File: src/rtl/accum_pkg.sv
// Shared types and helpers for the accumulator bank: FSM state encoding,
// default lane width and saturation limits.
package accum_pkg;

    typedef enum logic {
        IDLE  = 1'b0,
        DRAIN = 1'b1
    } state_t;

    localparam int DEFAULT_DATA_W = 32;
    localparam int SAT_W          = 64;

    // Limits are returned wide; callers truncate to their own DATA_W.
    function automatic logic [SAT_W-1:0] sat_max(input int w);
        return (SAT_W'(1) << (w - 1)) - SAT_W'(1);
    endfunction

    function automatic logic [SAT_W-1:0] sat_min(input int w);
        return SAT_W'(1) << (w - 1);
    endfunction

endpackage

File: src/rtl/accum_lane_add.sv
// One lane of the bank update: overwrite, wrapping add or saturating add,
// with a signed-overflow indication that overwrite never raises.
module accum_lane_add
    import accum_pkg::*;
#(
    parameter int DATA_W = DEFAULT_DATA_W
) (
    input  logic [DATA_W-1:0] old_i,
    input  logic [DATA_W-1:0] new_i,
    input  logic              overwrite_i,
    input  logic              sat_en_i,
    output logic [DATA_W-1:0] result_o,
    output logic              overflow_o
);

    logic [DATA_W:0] sum_ext;
    logic            sum_ovf;

    // Top bit of the sign-extended sum is the true sign; disagreement with
    // the DATA_W-bit sign means the operands shared a sign the sum lost.
    assign sum_ext = {old_i[DATA_W-1], old_i} + {new_i[DATA_W-1], new_i};
    assign sum_ovf = sum_ext[DATA_W] ^ sum_ext[DATA_W-1];

    always_comb begin
        result_o   = sum_ext[DATA_W-1:0];
        overflow_o = 1'b0;
        if (overwrite_i) begin
            result_o = new_i;
        end else begin
            overflow_o = sum_ovf;
            if (sum_ovf && sat_en_i) begin
                result_o = sum_ext[DATA_W] ? DATA_W'(sat_min(DATA_W))
                                           : DATA_W'(sat_max(DATA_W));
            end
        end
    end

endmodule

File: src/rtl/accum_bank.sv
// Multi-entry partial-sum bank between the MAC array and the output buffer:
// one vector update per cycle, drained lane-by-lane over a valid/ready stream.
module accum_bank
    import accum_pkg::*;
#(
    parameter int ARR_SIZE = 4,
    parameter int DATA_W   = DEFAULT_DATA_W,
    parameter int DEPTH    = 16,
    parameter int ADDR_W   = (DEPTH > 1) ? $clog2(DEPTH) : 1,
    parameter int LANE_W   = (ARR_SIZE > 1) ? $clog2(ARR_SIZE) : 1
) (
    input  logic                       clk,
    input  logic                       reset,
    input  logic                       in_valid,
    output logic                       in_ready,
    input  logic [ARR_SIZE*DATA_W-1:0] in_data,
    input  logic [ADDR_W-1:0]          in_addr,
    input  logic                       in_overwrite,
    input  logic                       sat_en,
    input  logic                       drain_start,
    input  logic [ADDR_W-1:0]          drain_addr,
    input  logic                       drain_clear,
    output logic                       drain_busy,
    output logic                       out_valid,
    input  logic                       out_ready,
    output logic [DATA_W-1:0]          out_data,
    output logic [ADDR_W-1:0]          out_addr,
    output logic [LANE_W-1:0]          out_lane,
    output logic                       out_last,
    output logic [ARR_SIZE-1:0]        ovf_flag,
    input  logic                       ovf_clr
);

    state_t              state_q, state_d;
    logic [DATA_W-1:0]   mem_q [DEPTH][ARR_SIZE];
    logic                clear_q, clear_d;
    logic                out_valid_q, out_valid_d;
    logic [DATA_W-1:0]   out_data_q, out_data_d;
    logic [ADDR_W-1:0]   out_addr_q, out_addr_d;
    logic [LANE_W-1:0]   out_lane_q, out_lane_d;
    logic                out_last_q, out_last_d;
    logic [ARR_SIZE-1:0] ovf_q, ovf_d;

    logic [DATA_W-1:0]   lane_res [ARR_SIZE];
    logic [ARR_SIZE-1:0] lane_ovf;
    logic [LANE_W-1:0]   lane_nx;
    logic                wr_en, start_ok, hs, hs_last;

    assign wr_en    = (state_q == IDLE) && in_valid && (int'(in_addr) < DEPTH);
    assign start_ok = (state_q == IDLE) && drain_start && (int'(drain_addr) < DEPTH);
    assign hs       = (state_q == DRAIN) && out_valid_q && out_ready;
    assign hs_last  = hs && out_last_q;
    assign lane_nx  = out_lane_q + LANE_W'(1);

    generate
        for (genvar gi = 0; gi < ARR_SIZE; gi++) begin : g_lane
            accum_lane_add #(.DATA_W(DATA_W)) u_add (
                .old_i       (mem_q[in_addr][gi]),
                .new_i       (in_data[gi*DATA_W +: DATA_W]),
                .overwrite_i (in_overwrite),
                .sat_en_i    (sat_en),
                .result_o    (lane_res[gi]),
                .overflow_o  (lane_ovf[gi])
            );
        end
    endgenerate

    always_ff @(posedge clk) begin
        if (reset) begin
            state_q <= IDLE;
        end else begin
            state_q <= state_d;
        end
    end

    always_comb begin
        state_d = state_q;
        case (state_q)
            IDLE:    if (start_ok) state_d = DRAIN;
            DRAIN:   if (hs_last)  state_d = IDLE;
            default: state_d = IDLE;
        endcase
    end

    always_comb begin
        in_ready   = (state_q == IDLE);
        drain_busy = (state_q == DRAIN);
    end

    // Lane 0 is forwarded from the adder so a same-cycle write to the drained
    // entry is visible in the first output word.
    always_comb begin
        clear_d     = clear_q;
        out_valid_d = out_valid_q;
        out_data_d  = out_data_q;
        out_addr_d  = out_addr_q;
        out_lane_d  = out_lane_q;
        out_last_d  = out_last_q;
        if (start_ok) begin
            clear_d     = drain_clear;
            out_valid_d = 1'b1;
            out_addr_d  = drain_addr;
            out_lane_d  = '0;
            out_last_d  = (ARR_SIZE == 1);
            out_data_d  = (wr_en && (in_addr == drain_addr)) ? lane_res[0]
                                                             : mem_q[drain_addr][0];
        end else if (hs_last) begin
            out_valid_d = 1'b0;
            out_last_d  = 1'b0;
        end else if (hs) begin
            out_lane_d  = lane_nx;
            out_last_d  = (lane_nx == LANE_W'(ARR_SIZE - 1));
            out_data_d  = mem_q[out_addr_q][lane_nx];
        end
        ovf_d = (ovf_clr ? '0 : ovf_q) | (wr_en ? lane_ovf : '0);
    end

    always_ff @(posedge clk) begin
        if (reset) begin
            clear_q     <= 1'b0;
            out_valid_q <= 1'b0;
            out_data_q  <= '0;
            out_addr_q  <= '0;
            out_lane_q  <= '0;
            out_last_q  <= 1'b0;
            ovf_q       <= '0;
        end else begin
            clear_q     <= clear_d;
            out_valid_q <= out_valid_d;
            out_data_q  <= out_data_d;
            out_addr_q  <= out_addr_d;
            out_lane_q  <= out_lane_d;
            out_last_q  <= out_last_d;
            ovf_q       <= ovf_d;
        end
    end

    always_ff @(posedge clk) begin
        if (reset) begin
            for (int e = 0; e < DEPTH; e++) begin
                for (int l = 0; l < ARR_SIZE; l++) begin
                    mem_q[e][l] <= '0;
                end
            end
        end else if (wr_en) begin
            for (int l = 0; l < ARR_SIZE; l++) begin
                mem_q[in_addr][l] <= lane_res[l];
            end
        end else if (hs_last && clear_q) begin
            for (int l = 0; l < ARR_SIZE; l++) begin
                mem_q[out_addr_q][l] <= '0;
            end
        end
    end

    assign out_valid = out_valid_q;
    assign out_data  = out_data_q;
    assign out_addr  = out_addr_q;
    assign out_lane  = out_lane_q;
    assign out_last  = out_last_q;
    assign ovf_flag  = ovf_q;

endmodule

File: config.mk
export PLATFORM = sky130hd
export DESIGN_NAME = accum_bank
export DESIGN_NICKNAME = d
export VERILOG_FILES = /design/src/rtl/accum_pkg.sv /design/src/rtl/accum_lane_add.sv /design/src/rtl/accum_bank.sv
export SDC_FILE = /design/constraint.sdc
export NUM_CORES = 2
export LEC_CHECK = 0
export ABC_AREA = 0
export CORE_MARGIN = 2
export CORE_UTILIZATION = 25
export CTS_BUF_LIST = sky130_fd_sc_hd__clkbuf_16
export CTS_CLUSTER_DIAMETER = 150
export CTS_CLUSTER_SIZE = 10
export DETAILED_ROUTE_END_ITERATION = 16
export HOLD_SLACK_MARGIN = 0.05
export PLACE_DENSITY_LB_ADDON = 0.15
export RECOVER_POWER = 25
export REMOVE_ABC_BUFFERS = 1
export SYNTH_ARGS = -nofsm -noshare
export SYNTH_HDL_FRONTEND = slang
export SYNTH_SLANG_ARGS = --single-unit
File: constraint.sdc
create_clock -name clk -period 6.5 [get_ports clk]
set_clock_uncertainty 0.1 [all_clocks]
set_input_delay 1.3 -clock clk [delete_from_list [all_inputs] [get_ports clk]]
set_output_delay 1.3 -clock clk [all_outputs]
set_load 0.01 [all_outputs]
==> impl_results.md <==
* Vias in the first global route at 84200
* Routed wl met2 at 258000 µm
* Power Total at 36.5 mW
* Final WS setup at -0.0511 ns
* Nets at 9015
* First-pass GRT wire length at 738000 µm
* DIE WIDTH at 691 µm
* Share of post-route cells with drive strength above 1 at 0.323
* # port buffers at 190
* Worst Path Class, Setup: input pin to flip-flop
* Crit path cell chain: dlygate4sd3_1 > nand3_1 > or3_4 > a21oi_1 > or3_1 > nand2b_1 > clkbuf_2
* Worst setup startpoint: out_ready
* Fin Hold WS at 0.375 ns
* CP top delay family: simple AND/OR/NAND/NOR gates
* Met1 wire length at 227000 µm
* Status: complete, but fails checks
* Worst-Skew Late Latency at 1.03 ns
* Core Region at 470000 µm²
* Reg2reg start: out_last
* Count leader, synth: nor2_1
* Most instantiated cells after synthesis: 2056 x nor2_1, 2048 x edfxtp_1, 1457 x mux4_2
* Mapped Avg Cell Area at 14.6 µm²
* Clock-pin slew on the worst setup and hold paths at 0.08 ns
* Failing checks: capacitance limit, slew limit, setup timing
* Detailed placement HPWL at 343000 µm
* Worst-path fanout max at 51
* CP Data Required Time at 6.49 ns
* Initial antenna violation count at 50
* Clock tree buffer depth at 4
* Yosys top cell by area: edfxtp_1
* Post-synth EDFFs at 2048
* CP peak stage delay at 1.42 ns
* Met3 WL at 38400 µm
* Routed WL at 541000 µm
* Critical path capture point type: flip-flop
* Final core utilization at 0.302
* Critical Path AT at 6.54 ns
* Final non-filler cell total at 15100
* Yosys top cell area share at 0.521
* Setup Viol. Count Final at 30
* Fill cell count at 46600
* Root buf cell: clkbuf_16
* Hold_sp: clear_q
* Slowest cell on crit path: clkbuf_2
* Drt first pass iters at 5
* DR vias at 83000
* H-tree Lvls at 4
* Primary FF master, synth: edfxtp_1
* Synth warn at 0
* Postcts setup bufs at 0
* Clock sink count at 2098
* Total placed cells including tap cells at 14700
* Starting density of the core at 0.251
* Cell Area, Synth at 118000 µm²
* TritonCTS clock tree: done
* RePlAce Congestion at 0.864
* Placed cell area at 136000 µm²
* Final Cell Area at 142000 µm²
* Synth Instances at 8051
* RSZ-0062 raised after global routing: no
* Fin. max-slew vios at 623
* Asr flop ratio synth at 0
* Min Tclk post-route at 6.55 ns
* Final Hold Vio Count at 0
* IO Pins at 191
* P_leak at 50.0 nW
* HP Class: flip-flop to flip-flop
* CTS Hold Bufs at 0
* CTS Buf Count at 232
* Post-DRT Antenna Nets at 0
* Top routing layer in use: met5
* Die height at 691 µm
* DRT iter0 DRCs at 10500
* Fraction of the yosys area taken by sequential cells at 0.530
* Std-Cell Rows at 252
* Routed vias/inst at 5.49
* Slew @ Worst Pin at 3.48 ns
* GRT Total Usage at 0.222
* Drc violations at 0
* Place WS at -1.05 ns
* Routed WL per cell at 35.8 µm
* Fmax at 0.153 GHz
* Die area at 477000 µm²
* Area Growth Syn to Fin at 20.6%
* Ranking of synthesized cells by area: edfxtp_1 52%, mux4_2 28%, nor2_1 6.5%, clkbuf_1 1.6%, ha_1 1.4%
* Startpoint Class: input pin
* Total gr overflow at 0
* Power per cell area at 256 nW/µm²
* #FFs+latches synth at 2098
* Max_cap viols at 22
* Final period util at 1.01
* Relative slew slack at -1.32
* Worst vdd ir at 0.242 mV
* WP buf/inv at 2
* Setup_tns at -0.816 ns
* Distinct cells, synth at 89
* Pin count of the biggest net entering global routing at 73
-- registers in the layout, summed over array words and instances, names as in the netlist, named ones only --
name / count
mem_q: 2048
out_last: 1
clear_q: 1
ovf_flag: 4
out_valid: 1
out_lane: 2
out_addr: 4
drain_busy: 1
out_data: 32
-- cell type report --
cell class / instances / area, µm² / share of cell area
sequential: 2098 / 62500 / 0.439
multi-input combinational: 5166 / 52300 / 0.367
timing repair buffer: 1205 / 13000 / 0.0912
tap: 6223 / 7790 / 0.0547
clock buffer: 233 / 5830 / 0.0410
clock inverter: 107 / 639 / 0.00449
inverter: 34 / 138 / 0.000967
antenna: 46 / 115 / 0.000809
-- worst reg2reg max path: cells and delay by family, from the launching register on --
family / cells / cell delay [ns]
AO/OA/AOI/OAI: 1 / 0.63
AND/OR/NAND/NOR: 4 / 2.18
flip-flops: 1 / 0.79
buffers and inverters: 1 / 1.42
-- logic make-up (layout without fill, tap and decap cells) --
| logic type | count (synthesis) | count (layout) | share of synthesized area |
|---|---|---|---|
| other | 0 | 46 | 0 |
| XOR/XNOR | 111 | 111 | 0.00824 |
| AND/OR/NAND/NOR | 2723 | 2723 | 0.0956 |
| multiplexers | 1486 | 1486 | 0.281 |
| adder cells (fa/ha/maj) | 133 | 133 | 0.0144 |
| buffers and inverters | 787 | 1579 | 0.0283 |
| AO/OA/AOI/OAI | 713 | 713 | 0.0427 |
| flip-flops | 2098 | 2098 | 0.530 |
-- cell usage in the layout (no fill, tap or decap), drive strengths merged, types with 64 or more instances in the layout --
master,netlist,final
nor4,71,71
buf,259,991
edfxtp,2048,2048
nand2,236,236
nor2,2057,2057
a211oi,70,70
and3,68,68
clkdlybuf4s50,0,132
clkbuf,494,268
inv,33,131
xnor2,64,64
nand3,79,79
a21o,64,64
mux4,1457,1457
ha,129,129
a21oi,198,198
o21ai,133,133
-- final timing paths --
kind / to / slack, ns / depth (start not counted)
worst max-delay path: mem_q[12][2] / -0.05 / 7
worst min-delay path: clear_q / 0.37 / 2
worst max register to register: mem_q[12][2] / 0.34 / 6
worst min register to register: clear_q / 0.37 / 2
-- layer usage --
layer,track usage,vias to the layer above
met4,0.0679,14
li1,-,33200
met3,0.0359,712
met5,0,-
met2,0.365,3891
met1,0.301,45200
-- report_power, final --
part	leakage, nW	switching [mW]	internal (mW)
logic	24.9	4.93	3.56
registers	21.6	0.350	15.4
clock network	3.49	5.87	6.38
total	50.0	11.1	25.3
-- what timing repair did --
action | CTS | global route
gates resized for setup | 1 | 0
hold endpoints to repair | 0 | 0
endpoints found under the setup margin | 2 | 0
Note: power is estimated with default switching activity, not from simulation.
